$ cat config.mk
export PLATFORM = sky130hd
export DESIGN_NAME = mdu_iter
export DESIGN_NICKNAME = d
export VERILOG_FILES = /design/src/rtl/mdu_iter_pkg.sv /design/src/rtl/mdu_sign_fix.sv /design/src/rtl/mdu_iter.sv
export SDC_FILE = /design/constraint.sdc
export NUM_CORES = 1
export LEC_CHECK = 0
export CAP_MARGIN = 20
export CORE_UTILIZATION = 60
export DETAILED_ROUTE_END_ITERATION = 10
export PLACE_DENSITY = 0.92
export SLEW_MARGIN = 20
export SYNTH_ARGS = -nofsm -noshare
export SYNTH_HDL_FRONTEND = slang
export SYNTH_SLANG_ARGS = --single-unit
$ cat constraint.sdc
create_clock -name clk -period 9.6 [get_ports clk]
set_clock_uncertainty 0.15 [all_clocks]
set_input_delay 1.92 -clock clk [delete_from_list [all_inputs] [get_ports clk]]
set_output_delay 1.92 -clock clk [all_outputs]
set_load 0.005 [all_outputs]
$ cat src/rtl/mdu_iter_pkg.sv
// Shared encodings for the iterative multiply/divide unit.
package mdu_iter_pkg;

  // Default operand width (hi and lo are each this wide).
  localparam int unsigned MDU_WIDTH = 32;

  // Operation encodings as presented on the op port.
  localparam logic [1:0] MDU_MULT  = 2'b00;
  localparam logic [1:0] MDU_MULTU = 2'b01;
  localparam logic [1:0] MDU_DIV   = 2'b10;
  localparam logic [1:0] MDU_DIVU  = 2'b11;

  // Control states.
  typedef enum logic [1:0] {
    StIdle = 2'b00,
    StCalc = 2'b01,
    StFix  = 2'b10
  } mdu_state_e;

endpackage

$ cat src/rtl/mdu_sign_fix.sv
// Combinational sign conditioning for the MDU.
// Split mode (wide_i=0): hi and lo are negated independently.
// Wide mode (wide_i=1): {hi,lo} is negated as one 2*WIDTH value when neg_lo_i is set.
module mdu_sign_fix #(
  parameter int unsigned WIDTH = 32
) (
  input  logic             wide_i,
  input  logic             neg_hi_i,
  input  logic             neg_lo_i,
  input  logic [WIDTH-1:0] hi_i,
  input  logic [WIDTH-1:0] lo_i,
  output logic [WIDTH-1:0] hi_o,
  output logic [WIDTH-1:0] lo_o
);

  logic [2*WIDTH-1:0] wide_neg;

  assign wide_neg = -{hi_i, lo_i};

  // Select between pass-through, split negation and full-width negation.
  always_comb begin
    hi_o = hi_i;
    lo_o = lo_i;
    if (wide_i) begin
      if (neg_lo_i) begin
        {hi_o, lo_o} = wide_neg;
      end
    end else begin
      if (neg_hi_i) begin
        hi_o = -hi_i;
      end
      if (neg_lo_i) begin
        lo_o = -lo_i;
      end
    end
  end

endmodule

$ cat src/rtl/mdu_iter.sv
// Iterative radix-2 multiply / restoring divide unit owning the HI/LO registers.
// One iteration per clock; WIDTH iterations in CALC then one FIX cycle to commit.
module mdu_iter
  import mdu_iter_pkg::*;
#(
  parameter int unsigned WIDTH = MDU_WIDTH,
  parameter int unsigned CNT_W = 6
) (
  input  logic             clk,
  input  logic             rst_n,
  input  logic             start,
  input  logic [1:0]       op,
  input  logic [WIDTH-1:0] data1,
  input  logic [WIDTH-1:0] data2,
  input  logic             hi_we,
  input  logic             lo_we,
  input  logic [WIDTH-1:0] wdata,
  output logic             busy,
  output logic             done,
  output logic [WIDTH-1:0] hi,
  output logic [WIDTH-1:0] lo
);

  localparam logic [CNT_W-1:0] LastCnt = CNT_W'(WIDTH - 1);

  mdu_state_e       state_q, state_d;
  logic [CNT_W-1:0] cnt_q, cnt_d;
  logic [1:0]       op_q, op_d;
  logic             sign1_q, sign1_d;
  logic             sign2_q, sign2_d;
  // m: multiplicand (mult) or divisor (div); acc/q: {high, low} working pair.
  logic [WIDTH-1:0] m_q, m_d;
  logic [WIDTH-1:0] acc_q, acc_d;
  logic [WIDTH-1:0] q_q, q_d;
  logic [WIDTH-1:0] raw1_q, raw1_d;
  logic [WIDTH-1:0] hi_q, hi_d;
  logic [WIDTH-1:0] lo_q, lo_d;
  logic             done_q, done_d;

  // Operand conditioning at start.
  logic             start_signed;
  logic [WIDTH-1:0] abs1, abs2;

  assign start_signed = ~op[0];

  mdu_sign_fix #(
    .WIDTH (WIDTH)
  ) u_abs (
    .wide_i   (1'b0),
    .neg_hi_i (start_signed & data1[WIDTH-1]),
    .neg_lo_i (start_signed & data2[WIDTH-1]),
    .hi_i     (data1),
    .lo_i     (data2),
    .hi_o     (abs1),
    .lo_o     (abs2)
  );

  // Result sign correction in FIX: whole product for mult, quotient/remainder for div.
  logic [WIDTH-1:0] fix_hi, fix_lo;

  mdu_sign_fix #(
    .WIDTH (WIDTH)
  ) u_fix (
    .wide_i   (~op_q[1]),
    .neg_hi_i (sign1_q),
    .neg_lo_i (sign1_q ^ sign2_q),
    .hi_i     (acc_q),
    .lo_i     (q_q),
    .hi_o     (fix_hi),
    .lo_o     (fix_lo)
  );

  // Iteration arithmetic.
  logic [WIDTH:0]   mul_sum;
  logic [WIDTH:0]   div_shift;
  logic             div_ge;
  logic [WIDTH-1:0] div_sub;

  assign mul_sum   = {1'b0, acc_q} + (q_q[0] ? {1'b0, m_q} : '0);
  assign div_shift = {acc_q, q_q[WIDTH-1]};
  assign div_ge    = div_shift >= {1'b0, m_q};
  // Remainder stays below the divisor, so the low WIDTH bits of the difference suffice.
  assign div_sub   = div_shift[WIDTH-1:0] - m_q;

  // Next-state logic for the FSM, datapath and HI/LO.
  always_comb begin
    state_d = state_q;
    cnt_d   = cnt_q;
    op_d    = op_q;
    sign1_d = sign1_q;
    sign2_d = sign2_q;
    m_d     = m_q;
    acc_d   = acc_q;
    q_d     = q_q;
    raw1_d  = raw1_q;
    hi_d    = hi_q;
    lo_d    = lo_q;
    done_d  = 1'b0;

    unique case (state_q)
      StIdle: begin
        if (hi_we) hi_d = wdata;
        if (lo_we) lo_d = wdata;
        if (start) begin
          op_d    = op;
          sign1_d = start_signed & data1[WIDTH-1];
          sign2_d = start_signed & data2[WIDTH-1];
          m_d     = op[1] ? abs2 : abs1;
          q_d     = op[1] ? abs1 : abs2;
          acc_d   = '0;
          raw1_d  = data1;
          cnt_d   = '0;
          state_d = StCalc;
        end
      end
      StCalc: begin
        if (op_q[1]) begin
          acc_d = div_ge ? div_sub : div_shift[WIDTH-1:0];
          q_d   = {q_q[WIDTH-2:0], div_ge};
        end else begin
          acc_d = mul_sum[WIDTH:1];
          q_d   = {mul_sum[0], q_q[WIDTH-1:1]};
        end
        cnt_d = cnt_q + CNT_W'(1);
        if (cnt_q == LastCnt) begin
          state_d = StFix;
        end
      end
      StFix: begin
        if (op_q[1] && (m_q == '0)) begin
          lo_d = '1;
          hi_d = raw1_q;
        end else begin
          hi_d = fix_hi;
          lo_d = fix_lo;
        end
        done_d  = 1'b1;
        state_d = StIdle;
      end
      default: begin
        state_d = StIdle;
      end
    endcase
  end

  // State registers; reset aborts any operation in flight.
  always_ff @(posedge clk or negedge rst_n) begin
    if (!rst_n) begin
      state_q <= StIdle;
      cnt_q   <= '0;
      op_q    <= '0;
      sign1_q <= 1'b0;
      sign2_q <= 1'b0;
      m_q     <= '0;
      acc_q   <= '0;
      q_q     <= '0;
      raw1_q  <= '0;
      hi_q    <= '0;
      lo_q    <= '0;
      done_q  <= 1'b0;
    end else begin
      state_q <= state_d;
      cnt_q   <= cnt_d;
      op_q    <= op_d;
      sign1_q <= sign1_d;
      sign2_q <= sign2_d;
      m_q     <= m_d;
      acc_q   <= acc_d;
      q_q     <= q_d;
      raw1_q  <= raw1_d;
      hi_q    <= hi_d;
      lo_q    <= lo_d;
      done_q  <= done_d;
    end
  end

  assign busy = (state_q != StIdle);
  assign done = done_q;
  assign hi   = hi_q;
  assign lo   = lo_q;

endmodule

==> results.yml, run 1 <==
run_status:
  outcome: "completed"
final_layout:
  fillers: 2050
  diodes: 0
  multiInputGateArea_um2: 10650
  final_nets: 2378
  syn_to_final_growth_pct: 16.00
  instances_no_fill: 2561
  regArea_um2: 5106
  drive_gt1_share_pct: 4.459
  fin_util_pct: 71.09
critical_path:
  required_ns: 9.85
  crit_type: "in -> reg"
  critPathLaunch: "data1[0]"
  cp.arrival_ns: 4.96
  r2r-start: "m_q[3]"
  end_kind: "flip-flop"
  cp_max_fo: 5
  startpoint_type: "primary input"
min_path:
  hold_start: "lo[31]"
  min_path_type: "reg -> reg"
detailed_routing:
  via_count: 17590
  initialDrtViolationCount: 2664
  routed_wl_um: 60690
  drc_errors: 0
  drtPass1Iterations: 6
  routedWlPerCell_um: 23.70
  ant_nets: 0
  via_per_inst: 6.870
timing:
  rsz0062_at_grt: "false"
  hold_viol: 0
  fin_setup_tns_ns: 0
  fin_crit_ns: 4.712
  relSlewSlack_pct: 23.31
  worst_pin_slew_ns: 1.150
  fmax_mhz: 212.2
  final_max_slew_viol_count: 0
  min_period_over_period_pct: 49.08
  finalSetupViolations: 0
synthesis:
  synth_area_per_cell_um2: 7.809
  synth_async_sr_flop_share_pct: 100.0
  yosys_warnings: 0
  ys.flop_type: "dfrtp_1"
  synth_nets: 2289
  synth_top_area_share_pct: 30.91
  synth_top_area_cell: "dfrtp_1"
  synth_cells: 2115
  ys_top_cells_by_count: "286 x nand2_1, 204 x dfrtp_1, 199 x o21ai_0"
  ys_ff_latch: 204
  yosysUniqueCellTypes: 89
  ys_seq_area_share_pct: 30.91
  netlist_area_um2: 16520
  synth_edf_count: 0
  synth.most_common_cell: "nand2_1"
  synth.area.top_cells: "dfrtp_1 31%, nand2_1 6.5%, o21ai_0 6.0%"
floorplanning:
  core_um2: 26950
  die_width_um: 167.9
  rows: 60
  initial_utilization_pct: 61.28
  chipHeight_um: 167.9
  dieArea_um2: 28190
  ioPinCount: 169
clocking:
  cts_buffers: 23
  clock-sinks: 204
  clock_latency_ns: 0.55
  cts_tree: "done"
  clk_pin_slew_ns: 0.06
  cts-resized-gates: 0
  cts_root_buf: "clkbuf_16"
  htreeDepth: 1
  clk_path_buf_depth: 3
  postCtsHoldBufs: 0
  post_cts.repair.setup_buffers: 0
place:
  gp_congestion: 1.011
  portBuffers: 168
  dp.cells: 2519
  place_hpwl_um: 45140
global_route:
  grt_pass1_wl_um: 93160
  busiest_layer: "met2"
  grt_max_degree: 98
  antenna_found_initial: 1
  grt_pass1_vias: 16200
  grt_use_met1_pct: 59.84
  grt_usage_pct: 42.56
  grtUsageMet2_pct: 61.07
  grt_overflow: 0
  grtUsageMet3_pct: 9.803
power_and_ir_drop:
  p_leak_nw: 8.208
  ir_drop_v: 0.0002526
  cellPowerDensity_nw_per_um2: 344.5
flow_run:
  drv_cap: 0
-- worst paths after layout --
kind	cells past startpoint	end	slack (ns)
max reg2reg	12	acc_q[13]	5.05
min	2	lo[31]	0.33
min reg2reg	2	lo[31]	0.33
min in group asynchronous	1	state_q[0]	1.33
max	12	q_q[22]	4.89
max in group asynchronous	3	op_q[1]	5.96
-- layer usage --
metal  up-vias  part of all wire [%]
met2      1408                    40
met4         2                   6.3
met5         -                 0.021
met1      8131                    39
met3       234                    14
li1       7818                     -
-- cell type report --
class | instances | share of cell area [%]
Inverter | 72 | 1.411
Clock buffer | 31 | 3.370
Multi-Input combinational cell | 1712 | 55.58
Tap cell | 341 | 2.227
Clock inverter | 10 | 1.025
Timing Repair Buffer | 191 | 9.737
Sequential cell | 204 | 26.65
-- critical path, cell delays in order --
cell             delay, ns
clkdlybuf4s50_1       0.50
inv_1                 0.12
ha_1                  0.20
or4b_2                0.69
nor4_4                0.35
nand2_1               0.17
nor2_1                0.22
nor2_1                0.07
xor2_1                0.18
or2_2                 0.29
a31oi_1               0.17
a21oi_1               0.05
-- stage by stage --
step	instance area, µm²	setup slack [ns]	power, mW	hold slack (ns)
after CTS	19120	4.915	6.422	0.3328
final	19160	4.888	6.601	0.3255
after global placement	18280	4.450	5.296	0.3101
after global routing	19160	4.706	6.974	0.3505
after detailed placement	18280	4.386	5.411	0.3196
after floorplan	16520	5.249	4.225	0.2947
-- sequential cells by signal, summed over array words and instances (netlist names) --
signal and cells:
acc_q 32, hi 32, lo 32, m_q 32
q_q 32, raw1_q 32, cnt_q 6, state_q 2
done 1, op_q 1, sign1_q 1, sign2_q 1
-- cells by family (layout without fill, tap and decap cells) --
kind of cell | Yosys count | count (layout) | synth area share (%)
AND/OR/NAND/NOR | 717 | 717 | 20.05
AO/OA/AOI/OAI | 704 | 704 | 26.57
flip-flops | 204 | 204 | 30.91
buffers and inverters | 199 | 304 | 4.939
XOR/XNOR | 169 | 169 | 8.962
adder cells (fa/ha/maj) | 71 | 71 | 5.470
multiplexers | 51 | 51 | 3.106
-- power by group --
group	total [mW]	leakage (nW)	switching [mW]	internal (mW)
logic	3.89	5.32	2.27	1.62
clock network	0.995	0.409	0.386	0.609
registers	1.72	2.48	0.539	1.18
total	6.60	8.21	3.20	3.40
-- cell usage in the layout, fill, tap and decap left out, types with 21 or more instances in the layout --
cell type | Yosys | routed
clkbuf_16 | 0 | 23
a21o_1 | 32 | 32
nor3_1 | 48 | 48
a211oi_1 | 38 | 38
inv_1 | 71 | 71
nand2_1 | 286 | 285
a21oi_1 | 183 | 183
o21ai_0 | 199 | 199
xnor2_1 | 94 | 93
clkdlybuf4s50_1 | 0 | 166
o211ai_1 | 48 | 48
o22ai_1 | 41 | 41
buf_4 | 3 | 22
nand3_1 | 50 | 50
nand2b_1 | 21 | 21
ha_1 | 69 | 69
mux2i_1 | 49 | 49
a31oi_1 | 37 | 37
xor2_1 | 75 | 75
dfrtp_1 | 204 | 203
nor2_1 | 183 | 182
(Power assumes the default switching activity.)
==> run 2, diff against run 1 <==
- CORE_UTILIZATION: 60 -> 53
- PLACE_DENSITY: 0.92 -> 0.86
- clock period: 9.6 -> 4.22 ns (I/O delays scaled with it)
==> run 2 against run 1 <==
Effect of this change: non-clock buffer count increased by 50; cell area increased by 2.3%; critical path depth decreased by 1; global-route usage decreased by 3.2 points; first-iteration DRC count decreased by 17%; wire length increased by 2.9%; utilization decreased by 7.0 points; flip-flop and latch count unchanged; critical endpoint is now acc_q[23].
==> results.yml, run 2 (same netlist as run 1, synthesis figures left out) <==
final_layout:
  syn_to_final_growth_pct: 18.69
  drive_gt1_share_pct: 6.599
  mostFrequentLayoutCells: "286 x nand2_1, 203 x dfrtp_1, 199 x o21ai_0"
  instances_no_fill: 2670
  final_nets: 2429
  fillers: 2630
  regArea_um2: 5106
  final_common_cell: "nand2_1"
  multiInputGateArea_um2: 10630
critical_path:
  crit_type: "reg -> reg"
  cp_max_fo: 14
  path_cells: "ha_1 > nand4_1 > a21oi_1 > nor3_1 > nor3_1 > o21a_4 > o211ai_4 > o21ai_2 > buf_4 > mux2i_1 > o221ai_1"
  startpoint_type: "flip-flop"
  r2r_slack_ns: 0.29
  cp.arrival_ns: 4.16
  r2r_cells: 11
  end_kind: "flip-flop"
  required_ns: 4.45
  crit_path_frequent_cell: "nor3_1"
  crit_path_top_delay_cell: "o21ai_2"
  max_stage_delay_ns: 0.64
  reg2reg_to: "acc_q[23]"
  r2r-start: "acc_q[12]"
global_route:
  grt_max_degree: 97
  grt_pass1_wl_um: 95310
  grt_overflow: 0
  grt_pass1_vias: 16480
  antenna_found_initial: 4
  grt_usage_pct: 39.38
floorplanning:
  dieArea_um2: 31870
  initial_utilization_pct: 53.99
  chipHeight_um: 178.5
  rows: 64
  die_width_um: 178.5
  ioPinCount: 169
  core_um2: 30590
timing:
  relSlewSlack_pct: 31.49
  finalSetupViolations: 0
  fin_setup_tns_ns: 0
  rsz0062_at_grt: "false"
  fmax_mhz: 254.4
  final_max_slew_viol_count: 0
  worst_pin_slew_ns: 1.026
  setup_ws_ns: 0.2895
  fin_crit_ns: 3.930
  min_period_over_period_pct: 93.14
  hold_viol: 0
clocking:
  cts-resized-gates: 0
  clock_latency_ns: 0.55
  cts_tree: "done"
  clock-sinks: 204
  htreeDepth: 1
  cts_buffers: 24
  clk_pin_slew_ns: 0.06
  clk_path_buf_depth: 3
  postCtsHoldBufs: 0
  post_cts.repair.setup_buffers: 0
  cts_root_buf: "clkbuf_16"
power_and_ir_drop:
  comb_power_share_pct: 61.7
  total_power_mw: 15.25
  switchingPower_mw: 7.339
  p_clk_share_pct: 14.4
  cellPowerDensity_nw_per_um2: 777.7
  p_leak_nw: 8.450
  swShare_pct: 48.14
  seqPwrFrac_pct: 23.8
  ir_drop_v: 0.0004722
  cellInternalPower_mw: 7.906
place:
  place_ws_ns: 0.2632
  gp_congestion: 1.031
  place_hpwl_um: 47900
  dp.cells: 2624
  portBuffers: 168
detailed_routing:
  routed_wl_um: 62450
  via_count: 17610
  drc_errors: 0
  ant_nets: 0
  initialDrtViolationCount: 2217
  routedWlPerCell_um: 23.39
  drtPass1Iterations: 6
  via_per_inst: 6.594
min_path:
  min_path_type: "in -> async"
run_status:
  outcome: "completed"
flow_run:
  drv_cap: 0
## run 2: worst max path at each step
stage | from | endpoint | slack (ns) | cells after the start
2_1_floorplan | data1[1] | q_q[22] | 0.95 | 11
3_3_place_gp | data1[1] | q_q[22] | 0.26 | 12
3_5_place_dp | data1[1] | q_q[22] | 0.26 | 12
4_1_cts | acc_q[12] | acc_q[23] | 0.44 | 11
5_1_grt | acc_q[12] | acc_q[23] | 0.22 | 11
6_report | acc_q[12] | acc_q[23] | 0.29 | 11
## run 2: stage by stage
step	hold WS (ns)	instance area (µm²)	utilization [%]
floorplan	0.2947	16520	-
global placement	0.3119	18760	61.33
detailed placement	0.3162	18760	61.33
CTS	0.2723	19580	64.01
global route	0.2898	19600	64.08
finish	0.2297	19600	64.08
## run 2: cell type report
type | count | area share [%]
inverters | 72 | 1.379
flip-flops and latches | 204 | 26.05
clock inverters | 12 | 0.7659
clock buffers | 32 | 3.421
multi-input cells | 1712 | 54.22
diodes | 1 | 0.01277
repair buffers | 241 | 11.62
well taps | 396 | 2.528
## run 2: power groups by stage
| stage | Clock, mW | Sequential [mW] | Combinational [mW] |
|---|---|---|---|
| 2_1_floorplan | 0 | 3.31 | 6.30 |
| 3_3_place_gp | 0 | 3.55 | 8.94 |
| 3_5_place_dp | 0 | 3.59 | 9.11 |
| 4_1_cts | 2.19 | 3.56 | 9.17 |
| 5_1_grt | 2.26 | 3.68 | 10.2 |
| 6_report | 2.20 | 3.63 | 9.41 |
## run 2: layer usage
layer  wire length, µm  global-route usage (%)  up-vias
li1                  -                       -     7929
met5                13                       0        -
met2             26320                   58.38     1161
met1             25310                   55.13     8315
met4              3749                   21.19        2
met3              7064                   5.669      198
## run 2: critical path: cells and delay by family (launching register included)
kind / cells / cell delay (ns)
AO/OA/AOI/OAI: 5 / 1.30
adder cells (fa/ha/maj): 1 / 0.53
buffers and inverters: 1 / 0.39
flip-flops: 1 / 0.53
multiplexers: 1 / 0.21
AND/OR/NAND/NOR: 3 / 0.63
==> run 3, diff against run 2 <==
- SYNTH_HIERARCHICAL: not set -> 1
==> run 3 against run 2 <==
Effect of this change: maximum frequency shrank 2.3%; worst setup slack lost 0.094 ns; sequential share of layout area decreased by 1.2 points; die area up 3.1%; global-route usage is 0.97 points higher; register-to-register slack worse by 0.09 ns; synthesized area is 3.1% higher; clock power is 2% lower; worst hold slack lost 0.029 ns; total power hardly changed; clock-buffer cell count decreased by 2; wire length grew 6.8%; largest cell class unchanged.
==> results.yml, run 3 <==
critical_path:
  cp.arrival_ns: 4.34
  crit_path_top_delay_cell: "or4_1"
  r2r_slack_ns: 0.20
  r2r_cells: 13
  cp_top_family: "simple AND/OR/NAND/NOR gates"
  required_ns: 4.53
  crit_type: "reg -> reg"
  end_kind: "flip-flop"
  startpoint_type: "flip-flop"
  crit_path_frequent_cell: "o21ai_0"
  cp_max_fo: 8
  path_cells: "inv_1 > ha_1 > or3b_2 > or4_1 > or4_4 > o21ai_2 > buf_4 > a21oi_1 > xor2_1 > nand2_1 > nand3_1 > o21ai_0 > o21ai_0"
  reg2reg_to: "hi[18]"
  max_stage_delay_ns: 0.59
  path_buf_inv: 2
  r2r-start: "q_q[0]"
synthesis:
  yosysUniqueCellTypes: 87
  ys_seq_area_share_pct: 29.98
  ys.flop_type: "dfrtp_1"
  synth.most_common_cell: "nand2_1"
  synth_async_sr_flop_share_pct: 100.0
  synth_edf_count: 0
  synth_cells: 2142
  synth_top_area_cell: "dfrtp_1"
  yosys_warnings: 6
  ys_ff_latch: 204
  synth_top_area_share_pct: 29.98
  synth.area.top_cells: "dfrtp_1 30%, nand2_1 8.6%, o21ai_0 8.1%"
  ys_top_cells_by_count: "388 x nand2_1, 275 x o21ai_0, 204 x dfrtp_1"
  synth_area_per_cell_um2: 7.949
  netlist_area_um2: 17030
floorplanning:
  ioPinCount: 169
  initial_utilization_pct: 53.96
  rows: 65
  die_width_um: 181.2
  dieArea_um2: 32850
  chipHeight_um: 181.2
  core_um2: 31560
final_layout:
  final_nets: 2519
  diodes: 0
  fillers: 2744
  final_common_cell: "nand2_1"
  fin_util_pct: 64.99
  syn_to_final_growth_pct: 20.45
  mostFrequentLayoutCells: "387 x nand2_1, 275 x o21ai_0, 203 x dfrtp_1"
  fin_area_um2: 20510
  drive_gt1_share_pct: 10.11
clocking:
  cts_root_buf: "clkbuf_16"
  htreeDepth: 1
  clk_pin_slew_ns: 0.06
  clk_path_buf_depth: 3
  cts_tree: "done"
  post_cts.repair.setup_buffers: 0
  postCtsHoldBufs: 0
  cts_buffers: 24
  clock_latency_ns: 0.55
  clock-sinks: 204
global_route:
  grt_overflow: 0
  antenna_found_initial: 0
  grt_usage_pct: 40.34
  grt_pass1_vias: 17330
  grt_pass1_wl_um: 102400
  grt_max_degree: 100
power_and_ir_drop:
  cellPowerDensity_nw_per_um2: 743.7
  p_leak_nw: 8.890
  cellInternalPower_mw: 7.906
  seqPwrFrac_pct: 24.3
  p_clk_share_pct: 14.1
  switchingPower_mw: 7.347
  ir_drop_v: 0.0003652
  swShare_pct: 48.17
  comb_power_share_pct: 61.6
place:
  gp_congestion: 1.037
  place_area_um2: 19700
  portBuffers: 168
  place_hpwl_um: 52080
flow_run:
  drv_cap: 0
timing:
  hold_viol: 0
  rsz0062_at_grt: "false"
  fin_crit_ns: 4.025
  worst_pin_slew_ns: 1.073
  relSlewSlack_pct: 28.41
  fin_setup_tns_ns: 0
  min_period_over_period_pct: 95.38
  worst_hold_slack_ns: 0.2005
  fmax_mhz: 248.5
  finalSetupViolations: 0
  final_max_slew_viol_count: 0
detailed_routing:
  drc_errors: 0
  routed_wl_um: 66700
  via_per_inst: 6.538
  routedWlPerCell_um: 24.12
  initialDrtViolationCount: 2051
  drtPass1Iterations: 6
  via_count: 18080
  ant_nets: 0
min_path:
  min_path_type: "in -> async"
run_status:
  outcome: "completed"
## run 3: changes by cell type in the layout (fill, tap and decap cells not counted), sizes merged, moves of 28 or more
cell | previous run | this run
a211oi | 38 | 10
o21ai | 204 | 286
nand2 | 288 | 388
buf | 74 | 130
mux2i | 49 | 106
a21oi | 183 | 91
nor2 | 183 | 79
## run 3: metal layers
metal  global-route usage, %  routed length [µm]
met1                   53.36               26420
met2                   62.43               29220
met3                   7.559                6856
met4                   21.73                4201
met5                       0                   0
## run 3: power by group through the flow
stage / registers (mW) / logic (mW) / clock network [mW]
after global placement: 3.64 / 8.94 / 0
final: 3.71 / 9.39 / 2.15
after CTS: 3.64 / 9.18 / 2.15
after floorplan: 3.37 / 6.37 / 0
after global routing: 3.76 / 10.2 / 2.24
after detailed placement: 3.67 / 9.12 / 0
## run 3: repair_timing
item / CTS / global route
hold endpoints to repair: 0 / 0
resized for setup: 0 / 1
setup endpoints to repair: 0 / 1
## run 3: worst max-delay path by stage
stage          startpoint         to  slack (ns)  cells after the start
6_report           q_q[0]     hi[18]        0.20                     13
5_1_grt            q_q[0]      hi[8]         0.1                     12
4_1_cts            q_q[0]  acc_q[29]        0.21                     14
3_5_place_dp     data2[1]    q_q[30]        0.07                     13
3_3_place_gp     data2[0]    q_q[30]        0.13                     13
2_1_floorplan    data2[6]    q_q[31]        0.60                     12
## run 3: final cells by class
| cell class | count | area, µm² | share of cell area [%] |
|---|---|---|---|
| clock inverter | 14 | 178.9 | 0.8724 |
| clock buffer | 30 | 623.1 | 3.038 |
| timing repair buffer | 297 | 2714 | 13.23 |
| inverter | 56 | 210.2 | 1.025 |
| multi-input combinational | 1762 | 11170 | 54.48 |
| tap | 402 | 503.0 | 2.453 |
| sequential | 204 | 5106 | 24.90 |
## run 3: per-stage QoR
| stage | power, mW | std cells | setup WS (ns) |
|---|---|---|---|
| after floorplan | 9.736 | 2147 | 0.6016 |
| after global placement | 12.58 | 2721 | 0.1323 |
| after detailed placement | 12.79 | 2721 | 0.07126 |
| after CTS | 14.98 | 2765 | 0.2095 |
| after global routing | 16.19 | 2765 | 0.09722 |
| final | 15.25 | 2765 | 0.1952 |
## run 3: kinds of logic after synthesis
group / after synthesis / share of synthesized area, %
and+or+nand+nor: 764 / 21.11
AOI/OAI and AO/OA: 633 / 23.03
DFF: 204 / 29.98
buffers and inverters: 181 / 4.880
xor gates and xnor gates: 177 / 9.105
muxes: 111 / 6.562
adders and majority gates: 71 / 5.306
other: 1 / 0.02202
## run 3: worst reg2reg max path: stages, from the launching register on
cell and delay, ns:
dfrtp_1 0.45, inv_1 0.13, ha_1 0.17, or3b_2 0.48, or4_1 0.59, or4_4 0.51
o21ai_2 0.42, buf_4 0.24, a21oi_1 0.08, xor2_1 0.22, nand2_1 0.11, nand3_1 0.11
o21ai_0 0.10, o21ai_0 0.17
